--- src/rtl/mips_trace_buffer_if.sv ---
// Capture/control/readout bundle for mips_trace_buffer.
// rd_stamp exists only when TRACE_CYCLE_STAMP_EN is defined.
interface mips_trace_buffer_if #(
    parameter int DATA_W = 32,
    parameter int DEPTH  = 16
);
    localparam int AW = $clog2(DEPTH);

    logic              cap_valid;
    logic [DATA_W-1:0] cap_pc;
    logic [DATA_W-1:0] cap_inst;
    logic [DATA_W-1:0] cap_alu;
    logic              arm;
    logic              stop;
    logic [DATA_W-1:0] trig_pc;
    logic              rd_req;
    logic [AW-1:0]     rd_idx;
    logic              rd_valid;
    logic [DATA_W-1:0] rd_pc;
    logic [DATA_W-1:0] rd_inst;
    logic [DATA_W-1:0] rd_alu;
`ifdef TRACE_CYCLE_STAMP_EN
    logic [31:0]       rd_stamp;
`endif
    logic [1:0]        state;
    logic [AW:0]       count;
    logic              triggered;

    modport master (
`ifdef TRACE_CYCLE_STAMP_EN
        input  rd_stamp,
`endif
        output cap_valid, cap_pc, cap_inst, cap_alu, arm, stop, trig_pc, rd_req, rd_idx,
        input  rd_valid, rd_pc, rd_inst, rd_alu, state, count, triggered
    );

    modport slave (
`ifdef TRACE_CYCLE_STAMP_EN
        output rd_stamp,
`endif
        input  cap_valid, cap_pc, cap_inst, cap_alu, arm, stop, trig_pc, rd_req, rd_idx,
        output rd_valid, rd_pc, rd_inst, rd_alu, state, count, triggered
    );
endinterface

--- src/rtl/mips_trace_buffer.sv ---
// Circular instruction-trace buffer with PC trigger, post-trigger window and oldest-first readout.
// Optional TRACE_CYCLE_STAMP_EN adds a per-entry 32-bit cycle stamp and rd_stamp output.
module mips_trace_buffer #(
    parameter int DATA_W = 32,
    parameter int DEPTH  = 16,
    parameter int POST   = 4
) (
    input  logic                clk,
    input  logic                reset,
    mips_trace_buffer_if.slave  bus
);
    localparam int AW    = $clog2(DEPTH);
    localparam int CNT_W = AW + 1;
    localparam logic [CNT_W-1:0] CNT_FULL  = CNT_W'(DEPTH);
    localparam logic [AW-1:0]    POST_INIT = AW'(POST);

    typedef enum logic [1:0] {
        ST_IDLE  = 2'd0,
        ST_ARMED = 2'd1,
        ST_POST  = 2'd2,
        ST_DONE  = 2'd3
    } state_t;

    state_t            state_r, state_s;
    logic [AW-1:0]     wr_ptr_r, wr_ptr_s;
    logic [CNT_W-1:0]  count_r, count_s;
    logic [AW-1:0]     post_cnt_r, post_cnt_s;
    logic              trig_r, trig_s;
    logic              wr_en_s;
    logic [AW-1:0]     oldest_s;
    logic [AW-1:0]     rd_addr_s;

    logic [DATA_W-1:0] mem_pc   [DEPTH];
    logic [DATA_W-1:0] mem_inst [DEPTH];
    logic [DATA_W-1:0] mem_alu  [DEPTH];

    logic              rd_valid_r;
    logic [DATA_W-1:0] rd_pc_r, rd_inst_r, rd_alu_r;

    // Control state registers
    always_ff @(posedge clk) begin
        if (!reset) begin
            state_r    <= ST_IDLE;
            wr_ptr_r   <= {AW{1'b0}};
            count_r    <= {CNT_W{1'b0}};
            post_cnt_r <= {AW{1'b0}};
            trig_r     <= 1'b0;
        end else begin
            state_r    <= state_s;
            wr_ptr_r   <= wr_ptr_s;
            count_r    <= count_s;
            post_cnt_r <= post_cnt_s;
            trig_r     <= trig_s;
        end
    end

    // Next-state logic; arm overrides everything, stop suppresses the concurrent write
    always_comb begin
        state_s    = state_r;
        wr_ptr_s   = wr_ptr_r;
        count_s    = count_r;
        post_cnt_s = post_cnt_r;
        trig_s     = trig_r;
        wr_en_s    = 1'b0;
        if (bus.arm) begin
            state_s    = ST_ARMED;
            wr_ptr_s   = {AW{1'b0}};
            count_s    = {CNT_W{1'b0}};
            post_cnt_s = {AW{1'b0}};
            trig_s     = 1'b0;
        end else begin
            case (state_r)
                ST_ARMED, ST_POST: begin
                    if (bus.stop) begin
                        state_s = ST_DONE;
                    end else if (bus.cap_valid) begin
                        wr_en_s  = 1'b1;
                        wr_ptr_s = wr_ptr_r + AW'(1);
                        count_s  = (count_r == CNT_FULL) ? count_r : count_r + CNT_W'(1);
                        if (state_r == ST_ARMED) begin
                            if (bus.cap_pc == bus.trig_pc) begin
                                trig_s     = 1'b1;
                                post_cnt_s = POST_INIT;
                                state_s    = (POST == 0) ? ST_DONE : ST_POST;
                            end else begin
                                state_s = ST_ARMED;
                            end
                        end else begin
                            post_cnt_s = post_cnt_r - AW'(1);
                            state_s    = (post_cnt_r == AW'(1)) ? ST_DONE : ST_POST;
                        end
                    end else begin
                        state_s = state_r;
                    end
                end
                ST_IDLE: state_s = ST_IDLE;
                ST_DONE: state_s = ST_DONE;
                default: state_s = ST_IDLE;
            endcase
        end
    end

    // Oldest entry is slot 0 until the buffer has wrapped, then the write pointer
    always_comb begin
        if (count_r == CNT_FULL) begin
            oldest_s = wr_ptr_r;
        end else begin
            oldest_s = {AW{1'b0}};
        end
        rd_addr_s = oldest_s + bus.rd_idx;
    end

    // Trace storage; contents survive arm and reset
    always_ff @(posedge clk) begin
        if (reset && wr_en_s) begin
            mem_pc[wr_ptr_r]   <= bus.cap_pc;
            mem_inst[wr_ptr_r] <= bus.cap_inst;
            mem_alu[wr_ptr_r]  <= bus.cap_alu;
        end
    end

    // Registered readout, only while frozen; indices past count read as zero
    always_ff @(posedge clk) begin
        if (!reset) begin
            rd_valid_r <= 1'b0;
            rd_pc_r    <= {DATA_W{1'b0}};
            rd_inst_r  <= {DATA_W{1'b0}};
            rd_alu_r   <= {DATA_W{1'b0}};
        end else if (state_r == ST_DONE && bus.rd_req) begin
            rd_valid_r <= 1'b1;
            if ({1'b0, bus.rd_idx} < count_r) begin
                rd_pc_r   <= mem_pc[rd_addr_s];
                rd_inst_r <= mem_inst[rd_addr_s];
                rd_alu_r  <= mem_alu[rd_addr_s];
            end else begin
                rd_pc_r   <= {DATA_W{1'b0}};
                rd_inst_r <= {DATA_W{1'b0}};
                rd_alu_r  <= {DATA_W{1'b0}};
            end
        end else begin
            rd_valid_r <= 1'b0;
        end
    end

`ifdef TRACE_CYCLE_STAMP_EN
    logic [31:0] cyc_r;
    logic [31:0] mem_stamp [DEPTH];
    logic [31:0] rd_stamp_r;

    // Free-running cycle counter
    always_ff @(posedge clk) begin
        if (!reset) begin
            cyc_r <= 32'd0;
        end else begin
            cyc_r <= cyc_r + 32'd1;
        end
    end

    // Stamp storage alongside each record
    always_ff @(posedge clk) begin
        if (reset && wr_en_s) begin
            mem_stamp[wr_ptr_r] <= cyc_r;
        end
    end

    // Stamp readout mirrors the other read fields
    always_ff @(posedge clk) begin
        if (!reset) begin
            rd_stamp_r <= 32'd0;
        end else if (state_r == ST_DONE && bus.rd_req) begin
            rd_stamp_r <= ({1'b0, bus.rd_idx} < count_r) ? mem_stamp[rd_addr_s] : 32'd0;
        end
    end

    assign bus.rd_stamp = rd_stamp_r;
`endif

    assign bus.rd_valid  = rd_valid_r;
    assign bus.rd_pc     = rd_pc_r;
    assign bus.rd_inst   = rd_inst_r;
    assign bus.rd_alu    = rd_alu_r;
    assign bus.state     = state_r;
    assign bus.count     = count_r;
    assign bus.triggered = trig_r;
endmodule

--- src/flat_wrapper.sv ---
// flat-port wrapper written by rule: the top's interface ports become plain ports
module mips_trace_buffer_flat 
#(
    parameter int DATA_W = 32,
    parameter int DEPTH  = 16,
    parameter int POST   = 4
)
  (clk, reset, bus_cap_valid, bus_cap_pc, bus_cap_inst, bus_cap_alu, bus_arm, bus_stop, bus_trig_pc, bus_rd_req, bus_rd_idx, bus_rd_valid, bus_rd_pc, bus_rd_inst, bus_rd_alu, bus_state, bus_count, bus_triggered);
  mips_trace_buffer_if #(.DATA_W(DATA_W), .DEPTH(DEPTH)) bus_i ();
  input  logic clk;
  input  logic reset;
  input wire logic [$bits(bus_i.cap_valid)-1:0] bus_cap_valid;
  input wire logic [$bits(bus_i.cap_pc)-1:0] bus_cap_pc;
  input wire logic [$bits(bus_i.cap_inst)-1:0] bus_cap_inst;
  input wire logic [$bits(bus_i.cap_alu)-1:0] bus_cap_alu;
  input wire logic [$bits(bus_i.arm)-1:0] bus_arm;
  input wire logic [$bits(bus_i.stop)-1:0] bus_stop;
  input wire logic [$bits(bus_i.trig_pc)-1:0] bus_trig_pc;
  input wire logic [$bits(bus_i.rd_req)-1:0] bus_rd_req;
  input wire logic [$bits(bus_i.rd_idx)-1:0] bus_rd_idx;
  output wire logic [$bits(bus_i.rd_valid)-1:0] bus_rd_valid;
  output wire logic [$bits(bus_i.rd_pc)-1:0] bus_rd_pc;
  output wire logic [$bits(bus_i.rd_inst)-1:0] bus_rd_inst;
  output wire logic [$bits(bus_i.rd_alu)-1:0] bus_rd_alu;
  output wire logic [$bits(bus_i.state)-1:0] bus_state;
  output wire logic [$bits(bus_i.count)-1:0] bus_count;
  output wire logic [$bits(bus_i.triggered)-1:0] bus_triggered;
  assign bus_i.cap_valid = bus_cap_valid;
  assign bus_i.cap_pc = bus_cap_pc;
  assign bus_i.cap_inst = bus_cap_inst;
  assign bus_i.cap_alu = bus_cap_alu;
  assign bus_i.arm = bus_arm;
  assign bus_i.stop = bus_stop;
  assign bus_i.trig_pc = bus_trig_pc;
  assign bus_i.rd_req = bus_rd_req;
  assign bus_i.rd_idx = bus_rd_idx;
  assign bus_rd_valid = bus_i.rd_valid;
  assign bus_rd_pc = bus_i.rd_pc;
  assign bus_rd_inst = bus_i.rd_inst;
  assign bus_rd_alu = bus_i.rd_alu;
  assign bus_state = bus_i.state;
  assign bus_count = bus_i.count;
  assign bus_triggered = bus_i.triggered;
  mips_trace_buffer #(.DATA_W(DATA_W), .DEPTH(DEPTH), .POST(POST)) u_core (.clk(clk), .reset(reset), .bus(bus_i));
endmodule
--- config.mk ---
export PLATFORM = sky130hd
export DESIGN_NAME = mips_trace_buffer_flat
export DESIGN_NICKNAME = d
export VERILOG_FILES = /design/src/rtl/mips_trace_buffer_if.sv /design/src/rtl/mips_trace_buffer.sv /design/src/flat_wrapper.sv
export SDC_FILE = /design/constraint.sdc
export NUM_CORES = 1
export LEC_CHECK = 0
export CORE_MARGIN = 4
export CORE_UTILIZATION = 32
export CTS_BUF_LIST = sky130_fd_sc_hd__clkbuf_8
export DETAILED_ROUTE_END_ITERATION = 12
export PLACE_DENSITY_LB_ADDON = 0.08
export SLEW_MARGIN = 10
export SYNTH_ARGS = -nofsm -noshare
export SYNTH_HDL_FRONTEND = slang
export SYNTH_SLANG_ARGS = --single-unit
--- constraint.sdc ---
create_clock -name clk -period 20.4 [get_ports clk]
set_input_delay 2.04 -clock clk [delete_from_list [all_inputs] [get_ports clk]]
set_output_delay 2.04 -clock clk [all_outputs]
set_load 0.02 [all_outputs]
# Yosys cells after proc, flatten, opt, wreduce, memory -nomap -nowiden

Memories as Yosys holds them, arrays and structs flattened.
Cells that the tools add are included.

Reductions and logical operators: 9
Bitwise logic cells: 3
Magnitude comparators: 1
$add $sub $neg: 4
Mux-type cells: 20
Equal/unequal tests: 9

Operator list:

| cell                                                | number |
|---|---|
| two-way mux 32 bit                                  | 3 |
| equality test 32 bit                                | 1 |
| two-way mux 4 bit                                   | 3 |
| two-way mux 1 bit                                   | 9 |
| two-way mux 2 bit                                   | 4 |
| AND reduction 4 bit                                 | 2 |
| case mux 2 bit (3 select lines)                     | 1 |
| adder 5 x 1 -> 5 bit, second input constant         | 1 |
| equality test 5 bit, second input constant          | 1 |
| < comparator 4 x 5 -> 1 bit                         | 1 |
| AND reduction 5 bit                                 | 1 |
| adder 4 x 1 -> 4 bit, second input constant         | 1 |
| adder 4 bit                                         | 1 |
| equality test 2 bit, second input constant          | 2 |
| equality test 4 x 1 -> 1 bit, second input constant | 1 |
| != test 4 bit, second input constant                | 1 |
| OR reduction 2 bit                                  | 2 |
| subtractor 4 x 1 -> 4 bit, second input constant    | 1 |
| != test 3 bit, second input constant                | 1 |
| inverter 1 bit                                      | 3 |
| AND reduction 3 bit                                 | 1 |
| equality test 2 x 1 -> 1 bit, second input constant | 1 |
| logical AND 1 bit                                   | 2 |
| zero test 2 bit                                     | 1 |
| != test 2 bit, second input constant                | 1 |

Bits in registers: 113
Bits in writable memories: 1536
Output and inout port bits: 105
Memories: 3

Memories:

| memory          | words | width | read ports | clocked after Yosys merged registers in | write ports | RTL line                | text |
|---|---|---|---|---|---|---|---|
| u_core.mem_alu  | 16    | 32    | 1          | 0                                       | 1           | mips_trace_buffer.sv:35 | `logic [DATA_W-1:0] mem_alu [DEPTH];` |
| u_core.mem_inst | 16    | 32    | 1          | 0                                       | 1           | mips_trace_buffer.sv:34 | `logic [DATA_W-1:0] mem_inst [DEPTH];` |
| u_core.mem_pc   | 16    | 32    | 1          | 0                                       | 1           | mips_trace_buffer.sv:33 | `logic [DATA_W-1:0] mem_pc [DEPTH];` |

# Depth between registers and ports, before layout

Depth after elaboration: 7
Depth in mapped cells: 13
Gate-level depth less buffers: 10

# Worst setup path after synthesis

Ideal clock, no wire load.

Path kind: in2reg
Start point: input bus_stop
End point: memory u_core.mem_alu[7][0], enable pin
Arrival: 9.280 ns
Data required time: 19.731 ns
Cell stages on the path: 6
Path buffers: 1
Setup slack: 10.451 ns
Setup time: 0.669 ns
Cell sequence: nor2_1 nand2_1 clkbuf_1 nor2_1 nand2_1 nor3_1

Word-level cells in the longest chain between the ends: 6

RTL lines:

| what                                    | RTL line                 | text |
|---|---|---|
| from (decl)                             | flat_wrapper.sv:17       | `input wire logic [$bits(bus_i.stop)-1:0] bus_stop;` |
| two-way mux 1 bit                       | mips_trace_buffer.sv:74  | `if (bus.stop) begin` |
| two-way mux 1 bit                       | mips_trace_buffer.sv:72  | `case (state_r)` |
| two-way mux 1 bit                       | mips_trace_buffer.sv:65  | `if (bus.arm) begin` |
| logical AND 1 bit                       | mips_trace_buffer.sv:115 | `if (reset && wr_en_s) begin` |
| two-way mux 1 bit                       | mips_trace_buffer.sv:115 |  |
| two-way mux 1 bit (not written as such) | mips_trace_buffer.sv:118 | `mem_alu[wr_ptr_r] <= bus.cap_alu;` |
| to (decl)                               | mips_trace_buffer.sv:35  |  |

No other way between the ends.

# Final worst setup path

Start point: register u_core.count_r[1] (netlist: u_core.bus.count[1])
End point: register u_core.rd_pc_r[9] (netlist: u_core.bus.rd_pc[9])

Word-level cells in the longest chain between the ends: 5
Elaborated cells between the ends (all ways): 6
Classes of those cells: add/sub: 1; order compare: 1; eq/ne: 1; mux: 2; memory: 1

RTL lines:

| what                      | RTL line                 | text |
|---|---|---|
| from (decl)               | mips_trace_buffer.sv:26  | `logic [CNT_W-1:0] count_r, count_s;` |
| from (signal assigned)    | mips_trace_buffer.sv:45  | `count_r <= {CNT_W{1'b0}};` |
| from (signal assigned)    | mips_trace_buffer.sv:51  | `count_r <= count_s;` |
| equality test 5 bit       | mips_trace_buffer.sv:105 | `if (count_r == CNT_FULL) begin` |
| two-way mux 4 bit         | mips_trace_buffer.sv:105 |  |
| adder 4 bit               | mips_trace_buffer.sv:110 | `rd_addr_s = oldest_s + bus.rd_idx;` |
| memory read (16 x 32 bit) | --                       |  |
| two-way mux 32 bit *      | mips_trace_buffer.sv:131 | `if ({1'b0, bus.rd_idx} < count_r) begin` |
| to (signal assigned)      | mips_trace_buffer.sv:126 | `rd_pc_r <= {DATA_W{1'b0}};` |
| to (signal assigned)      | mips_trace_buffer.sv:132 | `rd_pc_r <= mem_pc[rd_addr_s];` |
| to (signal assigned)      | mips_trace_buffer.sv:136 | `rd_pc_r <= {DATA_W{1'b0}};` |
| to (decl)                 | mips_trace_buffer.sv:38  | `logic [DATA_W-1:0] rd_pc_r, rd_inst_r, rd_alu_r;` |

Every way passes the cells marked *; elsewhere a longest branch is shown, timed or not.
A chain may end at the register's enable or synchronous reset.

==> impl_results.md <==
- Reg2Reg Depth: 13
- Setup crit start kind: flip-flop
- Starting DRT DRC Count: 2250
- WP buf/inv: 5
- Complex-gate fraction of the synthesized area: 1.83%
- Rows: 161
- Root Buffer: clkbuf_8
- Detailed Route WL: 181 mm
- Vias: 31800
- Crit path kind: reg2reg
- Pwr Density: 93.9 mW/mm^2
- Slowest cell on the critical path: buf_4
- Clock Skew: 0.0685 ns
- Most frequent cells in the layout: edfxtp_1 (1536), nand2_1 (394), mux4_2 (384)
- Total Die Area: 0.202 sq mm
- Post-synthesis cell area: 0.0624 sq mm
- Clock sink count: 1649
- Hold_sp: u_core.bus.rd_pc[18]
- CP most frequent cell: buf_4
- Post-CTS Setup Bufs: 0
- Crit-path leading delay family: buffers and inverters
- Max Clk Rate: 142 MHz
- I/O pins: 243
- Vias in the first global route: 34700
- Synthesized area per cell: 20.4 sq um
- HPWL after DPL: 88.6 mm
- Die Wd: 450 um
- Worst hold slack: 0.474 ns
- Worst Tran Pin Value: 1.17 ns
- First-pass GRT wire length: 256 mm
- Fraction of registers with async set or reset after synthesis: 0%
- Yosys warns: 0
- Seq/Total Area, Yosys: 77.6%
- Largest family of logic cells by synthesized area: multiplexers
- Placeable Area: 0.193 sq mm
- Vias per cell: 5.08
- Worst-path fanout max: 49
- Outcome: finished clean
- Resized Gates After CTS: 0
- H-Tree Depth: 5
- # port buffers: 242
- Hold crit path type: reg2reg
- Die height: 450 um
- CTS clk-pin slew, worst paths: 0.07 ns
- Final Util: 38.1%
- Share of layout cells above drive strength 1: 22.9%
- Pre-antenna DRT Iters: 5
- Hold Path Sink: u_core.bus.rd_pc[18]
- Gr ovfl total: 0
- Cts hold-fix bufs: 0
- WL per Instance: 28.9 um
- DRC viols: 0
- Unrepaired setup endpoints after global routing: false
- Syn_nets: 3209
- Reg2Reg Setup Slack: 13.38 ns
- Critical path data required time: 21.26 ns
- Minimum clock period: 7.02 ns
- Synth Instances: 3054
- RR Endpoint: u_core.bus.rd_pc[9]
- LEAKAGE: 23.6 nW
- Mux cell area share after synthesis: 13.9%
- Relative slew margins: 22.2%
- Final setup TNS: 0 ns
- Max-cap violations: 0
- Worst-Skew Late Latency: 1.01 ns
- CP arrival: 7.88 ns
- Antenna Violating Nets Remaining: 0
- Synth unique cells: 37
- Total CTS buffers: 304
- Final period util: 34.4%
- Initial Utilization: 32.3%
- Synthesis-to-layout area growth: 17.8%
- GRT Util Overall: 17.6%
- Worst hold path depth: 1
- Final Hold Fails: 0
- Longest Clk Path Bufs: 4
- Crit-path max cell delay: 0.92 ns
- Pin count of the biggest net entering global routing: 142
- Crit end category: flip-flop
- Flops & latches, synth: 1649
- Final #Nets: 3655
- R2r startpoint: u_core.bus.count[1]
- Post-Synth Simple-Gate Area: 4.41%
- Initial antenna violation count: 20
- Maximum vdd drop: 60.9 uV
- Most common cell after layout, fill and taps aside: edfxtp_1
- Global placer's final weighted congestion: 0.714
- Fillers: 17600
- Most used flip-flop cell after synthesis: edfxtp_1
- CP Cell Sequence: inv_1 -> ha_1 -> and4bb_1 -> and2_1 -> ha_4 -> buf_4 -> buf_4 -> buf_4 -> buf_4 -> mux4_2 -> nand2_1 -> nand3_1 -> a32o_1
- Final Max Tran Viols: 0
- CTS tree: yes
- Post-Synth Adder-Cell Area: 0.353%
- Number of flops mapped to enable cells by yosys: 1536
- Xor/xnor share of the synthesized area: 0.654%
- Setup violators final: 0
-- worst register-to-register path: cells and delay by family, from the launching register on --
kind / cells / cell delay (ns)
AO/OA/AOI/OAI: 1 / 0.32
adder cells (fa/ha/maj): 2 / 1.12
buffers and inverters: 5 / 3.50
flip-flops: 1 / 0.56
multiplexers: 1 / 0.67
AND/OR/NAND/NOR: 4 / 0.72
-- power by group --
part / switching, mW / internal, mW / total [mW]
clock network: 1.34 / 1.56 / 2.90
logic: 0.182 / 0.120 / 0.302
registers: 0.00254 / 3.70 / 3.70
total: 1.53 / 5.38 / 6.91
-- synth_stat cells (8+ instances only) --
| cell | n | area [sq um] |
|---|---|---|
| edfxtp_1 | 1536 | 46100 |
| ha_1 | 16 | 200 |
| and2_1 | 8 | 50.1 |
| a32o_1 | 96 | 961 |
| nor3_1 | 10 | 50.1 |
| inv_1 | 16 | 60.1 |
| nand2_1 | 394 | 1480 |
| nor2_1 | 15 | 56.3 |
| clkbuf_1 | 104 | 390 |
| nand4_1 | 11 | 68.8 |
| buf_2 | 47 | 235 |
| nand3_1 | 195 | 976 |
| a21oi_1 | 13 | 65.1 |
| mux4_2 | 384 | 8650 |
| buf_1 | 15 | 56.3 |
| xnor2_1 | 37 | 324 |
| dfxtp_1 | 113 | 2260 |
-- how the worst max path moves through the flow --
stage / from / end / cells after the start
after global routing: u_core.bus.count[1] / u_core.bus.rd_pc[12] / 13
after global placement: bus_rd_idx[0] / u_core.bus.rd_pc[8] / 10
final: u_core.bus.count[1] / u_core.bus.rd_pc[9] / 13
after detailed placement: bus_rd_idx[0] / u_core.bus.rd_pc[12] / 10
after CTS: u_core.bus.count[1] / u_core.bus.rd_alu[21] / 13
after floorplan: bus_stop / u_core.mem_alu[7][0] / 6
-- per-layer routing --
metal  global-route usage, %  vias up  share of wire [%]
met4                    5.14        6                2.3
met1                    22.8    17200                 43
met5                       0        -              0.023
li1                        -    13400                  -
met3                    3.22      289                4.2
met2                    30.3      854                 51
-- registers in the layout, indices dropped and copies added, names as in the netlist --
signal / cells
u_core.wr_ptr_r: 4
u_core.mem_inst: 512
u_core.bus.state: 2
u_core.bus.rd_inst: 32
u_core.mem_pc: 512
u_core.mem_alu: 512
u_core.bus.rd_pc: 32
u_core.bus.rd_alu: 32
u_core.bus.count: 5
u_core.post_cnt_r: 4
u_core.bus.triggered: 1
u_core.bus.rd_valid: 1
-- cell type report --
class / instances / area (sq um) / share of cell area, %
timing repair buffer: 315 / 3020 / 4.11
sequential: 1649 / 48400 / 65.8
multi-input combinational: 1214 / 13300 / 18.1
inverter: 16 / 60.1 / 0.0817
tap: 2526 / 3160 / 4.30
clock buffer: 335 / 4610 / 6.27
antenna: 5 / 12.5 / 0.0170
clock inverter: 199 / 927 / 1.26
-- cells by family after synthesis --
kind of cell | after synthesis
adders and majority gates | 17
DFF | 1649
and+or+nand+nor | 643
buffers and inverters | 191
xor gates and xnor gates | 44
AOI/OAI and AO/OA | 126
muxes | 384
-- through the flow --
stage / power [mW] / setup slack (ns) / area, sq um / cells
floorplan: 3.94 / 10.45 / 62400 / 3054
global placement: 4.08 / 12.15 / 68000 / 5720
detailed placement: 4.08 / 12.13 / 68000 / 5720
CTS: 7.02 / 13.07 / 73500 / 6254
global route: 7.20 / 12.74 / 73500 / 6257
finish: 6.91 / 13.38 / 73500 / 6259
No activity file was read; power rests on OpenSTA's default activity.
